$ cat src/rtl/cpu_pkg.sv
// Shared CPU definitions: fetch FSM state encoding, PC constants and the
// branch-target helper used by the fetch sequencer.
package cpu_pkg;

  localparam int unsigned XLEN  = 32;
  localparam int unsigned RCW   = 16;

  localparam logic [XLEN-1:0] PC_RESET    = 32'h0000_0000;
  localparam logic [XLEN-1:0] PC_STEP     = 32'h0000_0004;
  localparam logic [XLEN-1:0] PC_PIPE_OFS = 32'h0000_0008;

  typedef enum logic [1:0] {
    ST_IDLE  = 2'd0,
    ST_FETCH = 2'd1,
    ST_ISSUE = 2'd2,
    ST_EXEC  = 2'd3
  } fetch_state_e;

  // Target is relative to pc+8 (two-stage pipeline view); word-align the result.
  function automatic logic [XLEN-1:0] branch_target(input logic [XLEN-1:0] pc,
                                                    input logic [XLEN-1:0] ofs);
    logic [XLEN-1:0] t;
    t = pc + PC_PIPE_OFS + ofs;
    return {t[XLEN-1:2], 2'b00};
  endfunction

endpackage

$ cat src/rtl/fetch_seq.sv
// Instruction fetch sequencer: fetches one word, issues it to the decoder,
// then waits in EXEC for the (possibly stalled) branch decision.
module fetch_seq
  import cpu_pkg::*;
(
  input  logic                 clk,
  input  logic                 rst,
  output logic                 imem_req,
  output logic [XLEN-1:0]      imem_addr,
  input  logic                 imem_ack,
  input  logic [XLEN-1:0]      imem_data,
  output logic [XLEN-1:0]      iout,
  output logic                 ivalid,
  input  logic                 ib,
  input  logic [XLEN-1:0]      bv,
  input  logic                 bl,
  input  logic                 stall,
  output logic                 link_we,
  output logic [XLEN-1:0]      link_data,
  output logic [XLEN-1:0]      pc,
  output logic [RCW-1:0]       retire_cnt
);

  fetch_state_e    state_q, state_d;
  logic            imem_req_q, imem_req_d;
  logic [XLEN-1:0] imem_addr_q, imem_addr_d;
  logic [XLEN-1:0] iout_q, iout_d;
  logic            ivalid_q, ivalid_d;
  logic            link_we_q, link_we_d;
  logic [XLEN-1:0] link_data_q, link_data_d;
  logic [XLEN-1:0] pc_q, pc_d;
  logic [RCW-1:0]  retire_q, retire_d;

  logic [XLEN-1:0] pc_seq;
  logic [XLEN-1:0] pc_next;

  assign pc_seq  = pc_q + PC_STEP;
  assign pc_next = ib ? branch_target(pc_q, bv) : pc_seq;

  always_ff @(posedge clk) begin
    if (rst) begin
      state_q     <= ST_IDLE;
      imem_req_q  <= 1'b0;
      imem_addr_q <= '0;
      iout_q      <= '0;
      ivalid_q    <= 1'b0;
      link_we_q   <= 1'b0;
      link_data_q <= '0;
      pc_q        <= PC_RESET;
      retire_q    <= '0;
    end else begin
      state_q     <= state_d;
      imem_req_q  <= imem_req_d;
      imem_addr_q <= imem_addr_d;
      iout_q      <= iout_d;
      ivalid_q    <= ivalid_d;
      link_we_q   <= link_we_d;
      link_data_q <= link_data_d;
      pc_q        <= pc_d;
      retire_q    <= retire_d;
    end
  end

  // Strobes (ivalid, link_we) default low so they last exactly one cycle.
  always_comb begin
    state_d     = state_q;
    imem_req_d  = imem_req_q;
    imem_addr_d = imem_addr_q;
    iout_d      = iout_q;
    ivalid_d    = 1'b0;
    link_we_d   = 1'b0;
    link_data_d = link_data_q;
    pc_d        = pc_q;
    retire_d    = retire_q;

    case (state_q)
      ST_IDLE: begin
        state_d     = ST_FETCH;
        imem_req_d  = 1'b1;
        imem_addr_d = pc_q;
      end
      ST_FETCH: begin
        if (imem_ack) begin
          iout_d     = imem_data;
          imem_req_d = 1'b0;
          ivalid_d   = 1'b1;
          state_d    = ST_ISSUE;
        end
      end
      ST_ISSUE: begin
        state_d = ST_EXEC;
      end
      ST_EXEC: begin
        // Stall wins over a pending branch; decoder holds ib/bv/bl meanwhile.
        if (!stall) begin
          pc_d        = pc_next;
          retire_d    = retire_q + RCW'(1);
          state_d     = ST_FETCH;
          imem_req_d  = 1'b1;
          imem_addr_d = pc_next;
          if (ib && bl) begin
            link_we_d   = 1'b1;
            link_data_d = pc_seq;
          end
        end
      end
      default: begin
        state_d = ST_IDLE;
      end
    endcase
  end

  assign imem_req   = imem_req_q;
  assign imem_addr  = imem_addr_q;
  assign iout       = iout_q;
  assign ivalid     = ivalid_q;
  assign link_we    = link_we_q;
  assign link_data  = link_data_q;
  assign pc         = pc_q;
  assign retire_cnt = retire_q;

endmodule

$ cat config.mk
export PLATFORM = sky130hd
export DESIGN_NAME = fetch_seq
export DESIGN_NICKNAME = d
export VERILOG_FILES = /design/src/rtl/cpu_pkg.sv /design/src/rtl/fetch_seq.sv
export SDC_FILE = /design/constraint.sdc
export NUM_CORES = 1
export LEC_CHECK = 0
export ABC_AREA = 1
export CORE_UTILIZATION = 51
export CTS_CLUSTER_DIAMETER = 200
export CTS_CLUSTER_SIZE = 8
export DETAILED_ROUTE_END_ITERATION = 10
export PLACE_DENSITY = 0.9
export SETUP_SLACK_MARGIN = 0.1
export SLEW_MARGIN = 30
export SYNTH_ARGS = -nofsm -noshare
export SYNTH_HDL_FRONTEND = slang
export SYNTH_SLANG_ARGS = --single-unit
$ cat constraint.sdc
create_clock -name clk -period 2.9 [get_ports clk]
set_input_delay 0.58 -clock clk [delete_from_list [all_inputs] [get_ports clk]]
set_output_delay 0.58 -clock clk [all_outputs]
set_load 0.02 [all_outputs]
* After elaboration in Yosys (flattened, before gate mapping)
Cells that the tools add are included.
** Storage, ports and cells
- Register bits after elaboration :: 149
- Bits of input ports :: 70
- Output and inout bits :: 147
- Word-level logic and storage cells :: 44
** Operators by class
- $add $sub $neg :: 4
- Equality and inequality tests :: 5
- Muxes and demuxes :: 11
- Bitwise operators :: 3
- Reduce and logical (&&, ||, !) cells :: 12
** Operator list (number)
- $mux 32 :: 2
- $pmux 32 s2 :: 1
- $add 32x3->32 const B :: 1
- $add 32x32->32 :: 1
- $add 32x4->32 const B :: 1
- $add 16x1->16 const B :: 1
- $pmux 2 s4 :: 1
- $reduce_and 2->1 :: 4
- $reduce_and 3->1 :: 2
- $eq 2x2->1 const B :: 2
- $mux 1 :: 4
- $mux 2 :: 2
- $ne 2x2->1 const B :: 2
- $not 1->1 :: 3
- $pmux 1 s3 :: 1
- $reduce_bool 3->1 :: 1
- $reduce_or 3->1 :: 1
- $eq 2x1->1 const B :: 1
- $logic_not 2->1 :: 1
- $reduce_bool 2->1 :: 1
- $reduce_or 2->1 :: 1
- $logic_and 1x1->1 :: 1

* Logic depth before layout (Yosys ltp)
- Depth in word-level cells :: 5
- Depth in mapped cells :: 17
- Depth with buffers taken out :: 17

* Worst setup path before layout
Ideal clock, no wire load.
- Path kind :: input-to-reg
- From :: input bv[1]
- To :: register imem_addr_q[17], in the netlist imem_addr[17]
- Setup time :: 0.132 ns
- Arrival :: 2.238 ns
- Data required time :: 2.768 ns
- Setup slack :: 0.529 ns
- Stages on the path :: 15
- Buffers on the path :: 0
- Path through :: ha_1 -> nand3_1 -> fa_1 -> inv_1 -> nand3_1 -> nand3_1 -> nand2_1 -> nand2_1 -> inv_1 -> o21ai_0 -> nand2_1 -> nand3_1 -> nand3_1 -> nand2_1 -> a21oi_1
** Between the ends
- Word-level cells in the longest chain between the ends :: 4
** RTL lines
- from (decl) :: RTL line fetch_seq.sv:15 : input logic [XLEN-1:0] bv,
- $add 32x32->32 :: RTL line cpu_pkg.sv:23 : t = pc + PC_PIPE_OFS + ofs;
- $mux 32 :: RTL line fetch_seq.sv:38 : assign pc_next = ib ? branch_target(pc_q, bv) : pc_seq;
- $mux 32 :: RTL line fetch_seq.sv:95 : if (!stall) begin
- $pmux 32 s2 :: RTL line fetch_seq.sv:76 : case (state_q)
- to (signal assigned) :: RTL line fetch_seq.sv:54 : imem_addr_q <= imem_addr_d;
- to (decl) :: RTL line fetch_seq.sv:26 : logic [XLEN-1:0] imem_addr_q, imem_addr_d;
No other way between the ends. The select of a mux whose other input is x is not followed.
A chain may end at the register's enable or synchronous reset.

* Final worst setup path
- From :: input bv[10]
- To :: register imem_addr_q[28], in the netlist imem_addr[28]
The elaborated chain is that of the path after synthesis.

==> results.md <==
* Top library cells by usage in the layout, fill and taps aside: nand2_1, inv_1, clkdlybuf4s50_1
* Vias in the first global route at 10.2k
* Post-Syn Area at 9450 µm²
* Setup repair after global routing missed its margin: true
* Proportion of synthesized chip area in sequential cells at 31.6%
* Final setup TNS at 0 ps
* Minimum setup slack after placement at -299 ps
* Share of the synthesized area in the top cell type at 31.6%
* Placed Cells at 1958
* Final slew viol count at 0
* Detailed Place HPWL at 24.7 mm
* Top_reg_cell synth: dfxtp_1
* Number of I/O pins at 217
* Synth area leader: dfxtp_1
* Hold path endpoint: imem_addr[16]
* Final-layout worst hold slack at 473 ps
* Final ANT Viol Nets at 0
* Total setup violations reported at the end of the flow at 0
* Cts bufs inserted at 17
* Critical-path maximum fanout at 4
* Actual slew at the worst max-slew pin at 770 ps
* Reg-to-Reg Start: pc[8]
* Layout net count at 1884
* Highest Clock Rate at 371 MHz
* Clock slew seen by the registers of the worst setup and hold paths at 60 ps
* Average routed wire per standard cell at 16.4 µm
* Antenna violations before repair at 1
* Critical path class: input port to flip-flop
* Placeable core region at 18100 µm²
* Worst slew margin relative to its limit at 48.7%
* Hold Vio Cnt, Final at 0
* Total via count in the routed design at 10.7k
* Die H at 138 µm
* Clock latency on the worst-skew pair at 430 ps
* TritonRoute pass-1 iters at 9
* Top cells by area in the synthesized netlist: dfxtp_1, nand2_1, inv_1
* Worst min-delay path category: flip-flop to flip-flop
* Count of different cell masters after synthesis at 39
* Total DRC errors in the routed layout at 22
* Final worst path period need at 2690 ps
* Maximum resistive drop on vdd at 0.000521 V
* Endpoint of the worst-slack reg-to-reg timing path: imem_addr[10]
* Setup fix buffers added after clock tree synthesis at 0
* Wire length of the first global-routing pass at 51.0 mm
* Violations in the final reports: design-rule violations
* Max-capacitance violation count at 0
* Library cell contributing the largest single delay on the critical path: clkdlybuf4s50_1
* Element type at the critical path start: input port
* Period Utilization, post-route at 92.9%
* Post-Route WL at 32.6 mm
* Standard-cell row count at 49
* R2R Setup Slk at 310 ps
* Status: complete, but fails checks
* Number of synthesized flops with an enable pin at 0
* Static power due to leakage at 0.00621 µW
* Worst setup EP type: flip-flop
* CP most frequent cell: nand2_1
* Longest individual stage delay on the worst path at 410 ps
* Total of warnings raised by yosys at 0
* Proportion of layout cells with a drive suffix above 1 at 8.63%
* Min setup slack post-route at 205 ps
* Sink Count at 149
* Most common library cell in the layout ignoring fill and taps: nand2_1
* Start point of the critical path: bv[10]
* Depth of the worst hold-timing path at 2
* CTS root buffer: clkbuf_16
* Syn avg cell area at 6.35 µm²
* Power density cells at 509 nW/µm²
* Number of cells on the worst reg-to-reg path at 13
* Routability-driven placement congestion ratio at 1.00
* Final cell count without fillers at 1990
* Flops & latches, synth at 149
* Cell count after synthesis at 1489
* Die area at 19100 µm²
* Layout overhead on the synthesized area at 37.2%
* Data arrival at the endpoint of the critical path at 2970 ps
* Total global routing overflow at 0
* Initial Utilization at 52.3%
* Diodes inserted at 0
* Port bufs at 216
* Mean number of vias per cell at 5.40
* Req. time, crit path at 3170 ps
* Post-layout util at 71.7%
* Syn Nets at 1625
* Critical-path cell list: clkdlybuf4s50_1 -> ha_1 -> ha_1 -> nand2_1 -> buf_4 -> inv_1 -> nand2_1 -> nand2_1 -> nand3b_1 -> nand2_1 -> nand3_1 -> nand3_1 -> nand3_1 -> nand2_1 -> a21oi_1
* Worst clock skew at 11.3 ps
* Synth async-reset ratio at 0%
* TritonCTS clock tree: built
* Global-route usage over all layers at 33.8%
* X dimension of the die at 138 µm
* Worst min-delay path startpoint: imem_addr[16]
* Clock H-tree levels at 4
* Initial DRC Count at 1147
* Maximum number of pins on one net before global-route repair at 66
* Clock buffer depth at 2
-- worst max-delay path: cells and delay by family --
kind	cells	cell delay, ps
compound gates	1	60
fa+ha+maj	2	650
buf+inv	3	560
simple gates	9	1120
-- synth_stat cells, drive strengths merged (3+ instances only) --
library cell and count:
nor3 28, inv 238, o211ai 23, clkbuf 32, nor3b 3, a21oi 85
dfxtp 149, nand4 8, xor2 39, nand2 384, buf 22, o21ai 94
ha 65, nand3b 4, nor2 188, nand3 107
-- layout make-up --
cell class                 instances  area [µm²]
multi-input combinational       1046        5440
fill                            1451        5120
sequential                       149        2980
timing repair buffer             294        2760
inverter                         240         902
clock buffer                      17         425
tap                              229         287
clock inverter                    15         179
-- report_power, final --
| part | switching, µW | internal (µW) |
|---|---|---|
| Sequential | 120 | 2210 |
| Combinational | 1190 | 817 |
| Clock | 905 | 1360 |
-- metrics by stage --
stage	total power [µW]	area, µm²
after floorplan	3430	9450
after global placement	4260	12300
after detailed placement	4310	12300
after CTS	6560	12900
after global routing	6890	13000
final	6600	13000
-- per-layer routing --
layer	vias to the layer above	part of all wire, %	track usage [%]
li1	5222	-	-
met1	4881	39	40.5
met2	531	47	57.4
met3	103	8.2	6.30
met4	0	5.5	18.7
met5	-	0	0
-- how the worst max path moves through the flow --
stage	end	cells after the start	slack, ps
6_report	imem_addr[28]	15	210
5_1_grt	imem_addr[21]	16	40
4_1_cts	imem_addr[14]	17	140
3_5_place_dp	imem_addr[14]	17	-300
3_3_place_gp	imem_addr[29]	16	-200
2_1_floorplan	imem_addr[17]	15	530
-- cell families after synthesis --
kind of cell / after synthesis / synth area share (%)
DFF: 149 / 31.6
and+or+nand+nor: 730 / 32.2
buffers and inverters: 294 / 11.9
adders and majority gates: 66 / 8.81
xor gates and xnor gates: 40 / 3.71
AOI/OAI and AO/OA: 210 / 11.9
-- flip-flops by register name, summed over array words and instances, names as in the netlist --
register    cells
retire_cnt     16
state_q         2
imem_req        1
imem_addr      32
pc             32
link_data      32
link_we         1
ivalid          1
iout           32
-- timing repair --
item                                    4_1_cts  5_1_grt
hold buffers                                  0        0
gates resized for setup                       0       18
hold endpoints to repair                      0        0
endpoints found under the setup margin        0       40
(Power assumes the default switching activity.)
==> variant (config.mk and constraints unchanged) <==
Register the output `retire_cnt` once more, without a reset; this adds one clock of latency there. The other outputs are not delayed to match.
--- a/src/rtl/fetch_seq.sv
+++ b/src/rtl/fetch_seq.sv
@@ -117,7 +117,9 @@
   assign link_we    = link_we_q;
   assign link_data  = link_data_q;
   assign pc         = pc_q;
-  assign retire_cnt = retire_q;
+  always_ff @(posedge clk) begin
+    retire_cnt <= retire_q;
+  end
 
 endmodule
 
Function: changed (a bounded check fails within 10 cycles, from zero or initial values and one cycle with rst high).
==> variant against the original RTL <==
- sequential cell count up 16
- cell area is 3.8% higher
- setup slack improved by 0.045 ns
- final cell count is 5.2% higher
- routed wire length rose by 4.8%
- synthesized cell count increased by 4.0%
- clock skew is 0.0039 ns lower
- power rose by 3.9%
- area after synthesis increased by 4.7%
- critical endpoint is now imem_addr[30]
- largest cell class unchanged
- highest routed layer unchanged
==> variant: results <==
[outcome]
run_status = "completed"

[power_and_ir_drop]
pg_seq_w = 0.00252
switching_share_pct = 32.7
seqPwrFrac_pct = 36.8
leakagePower_nw = 6.63
peakVddDrop_v = 0.000490
powerComb_w = 0.00193

[final_layout]
fill_cells = 1576
signal_buffers = 302
multi_input_cells = 1076
drive_gt1_share_pct = 8.78
clkbuf_count = 19
multi_input_area_share_pct = 40.4
seqCellArea_um2 = 3300
seq_cells = 165
syn_to_final_growth_pct = 36.0
buf_share_pct = 20.8
inverters = 259
fin_nets = 1957
clock_area_share_pct = 4.63

[clock_tree]
cts_setup_buffers = 0
clk_path_buf_depth = 2
path_clk_slew_ns = 0.07

[global_route]
grt_pass1_vias = 10300
grt_max_degree = 41
grt.met1_usage_pct = 42.2
grt_util_met2_pct = 58.1
antenna_found_initial = 0
met3_usage_pct = 5.10
grt_pass1_wl_um = 53000
grtUsageTotal_pct = 34.5

[setup_path]
max_stage_delay_ns = 0.45
cp.arrival_ns = 2.99
crit_fanout = 3
reg2regPathDepth = 10

[placed_design]
placed_area_um2 = 12800
gp_congestion = 0.987
dp_hpwl_um = 26200

[yosys]
syn-num-nets = 1684
seq_area_frac_synth_pct = 33.4
ys_types = 41
synthTopCellsByArea = "dfxtp_1, nand2_1, inv_1, ha_1, nor2_1"
synth_async_sr_flop_share_pct = 0
synth.top_cells.by_count = "nand2_1, inv_1, nor2_1"

[sta]
worst_slew_pin_slew_ns = 0.677
slew_viol_final = 0
clock_skew_ns = 0.00734

[route]
drt_iter0_markers = 906
dr.pass1.iters = 5
wl_um = 34200
num_vias = 10900

[worst_hold_path]
hold-path-cell-count = 0
==> variant: cell types whose count changed after synthesis, sizes merged, moves of 3 or more <==
cell	unedited run	this run
inv	238	257
dfxtp	149	165
or2	2	5
buf	22	19
a21oi	85	67
clkbuf	32	29
nor2	188	200
nand2	384	432
o211ai	23	7
xor2	39	32
nand3	107	119
==> variant: worst register-to-register path, delay by kind of cell (launching register included) <==
family,cells,cell delay [ns]
DFF,1,0.41
and+or+nand+nor,8,1.32
adders and majority gates,1,0.52
xor gates and xnor gates,1,0.16
==> variant: logic make-up after synthesis <==
group / share of synthesized area, %
and+or+nand+nor: 34.0
adders and majority gates: 8.42
DFF: 33.4
AOI/OAI and AO/OA: 9.38
buffers and inverters: 11.8
xor gates and xnor gates: 3.01
==> variant: through the flow <==
| stage | util (%) | worst slack [ns] | hold slack, ns | cells |
|---|---|---|---|---|
| 3_3_place_gp | 67.9 | -0.107 | 0.344 | 2062 |
| 4_1_cts | 71.2 | 0.248 | 0.365 | 2094 |
| 6_report | 71.3 | 0.250 | 0.372 | 2094 |
| 5_1_grt | 71.3 | 0.0735 | 0.384 | 2094 |
| 3_5_place_dp | 67.9 | -0.197 | 0.344 | 2062 |
| 2_1_floorplan | - | 0.552 | 0.331 | 1548 |
==> variant: path summary, 6_finish.rpt <==
path	from	to	slack, ns
setup / recovery	bv[3]	imem_addr[30]	0.25
hold / removal	retire_q[14]	retire_cnt[14]	0.37
setup reg to reg	state_q[0]	retire_q[15]	0.39
hold reg to reg	retire_q[14]	retire_cnt[14]	0.37
==> variant: layer usage <==
metal | up-vias | wire, um
met1 | 4895 | 13700
met3 | 103 | 2410
li1 | 5385 | -
met4 | 0 | 1810
met5 | - | 0
met2 | 490 | 16300
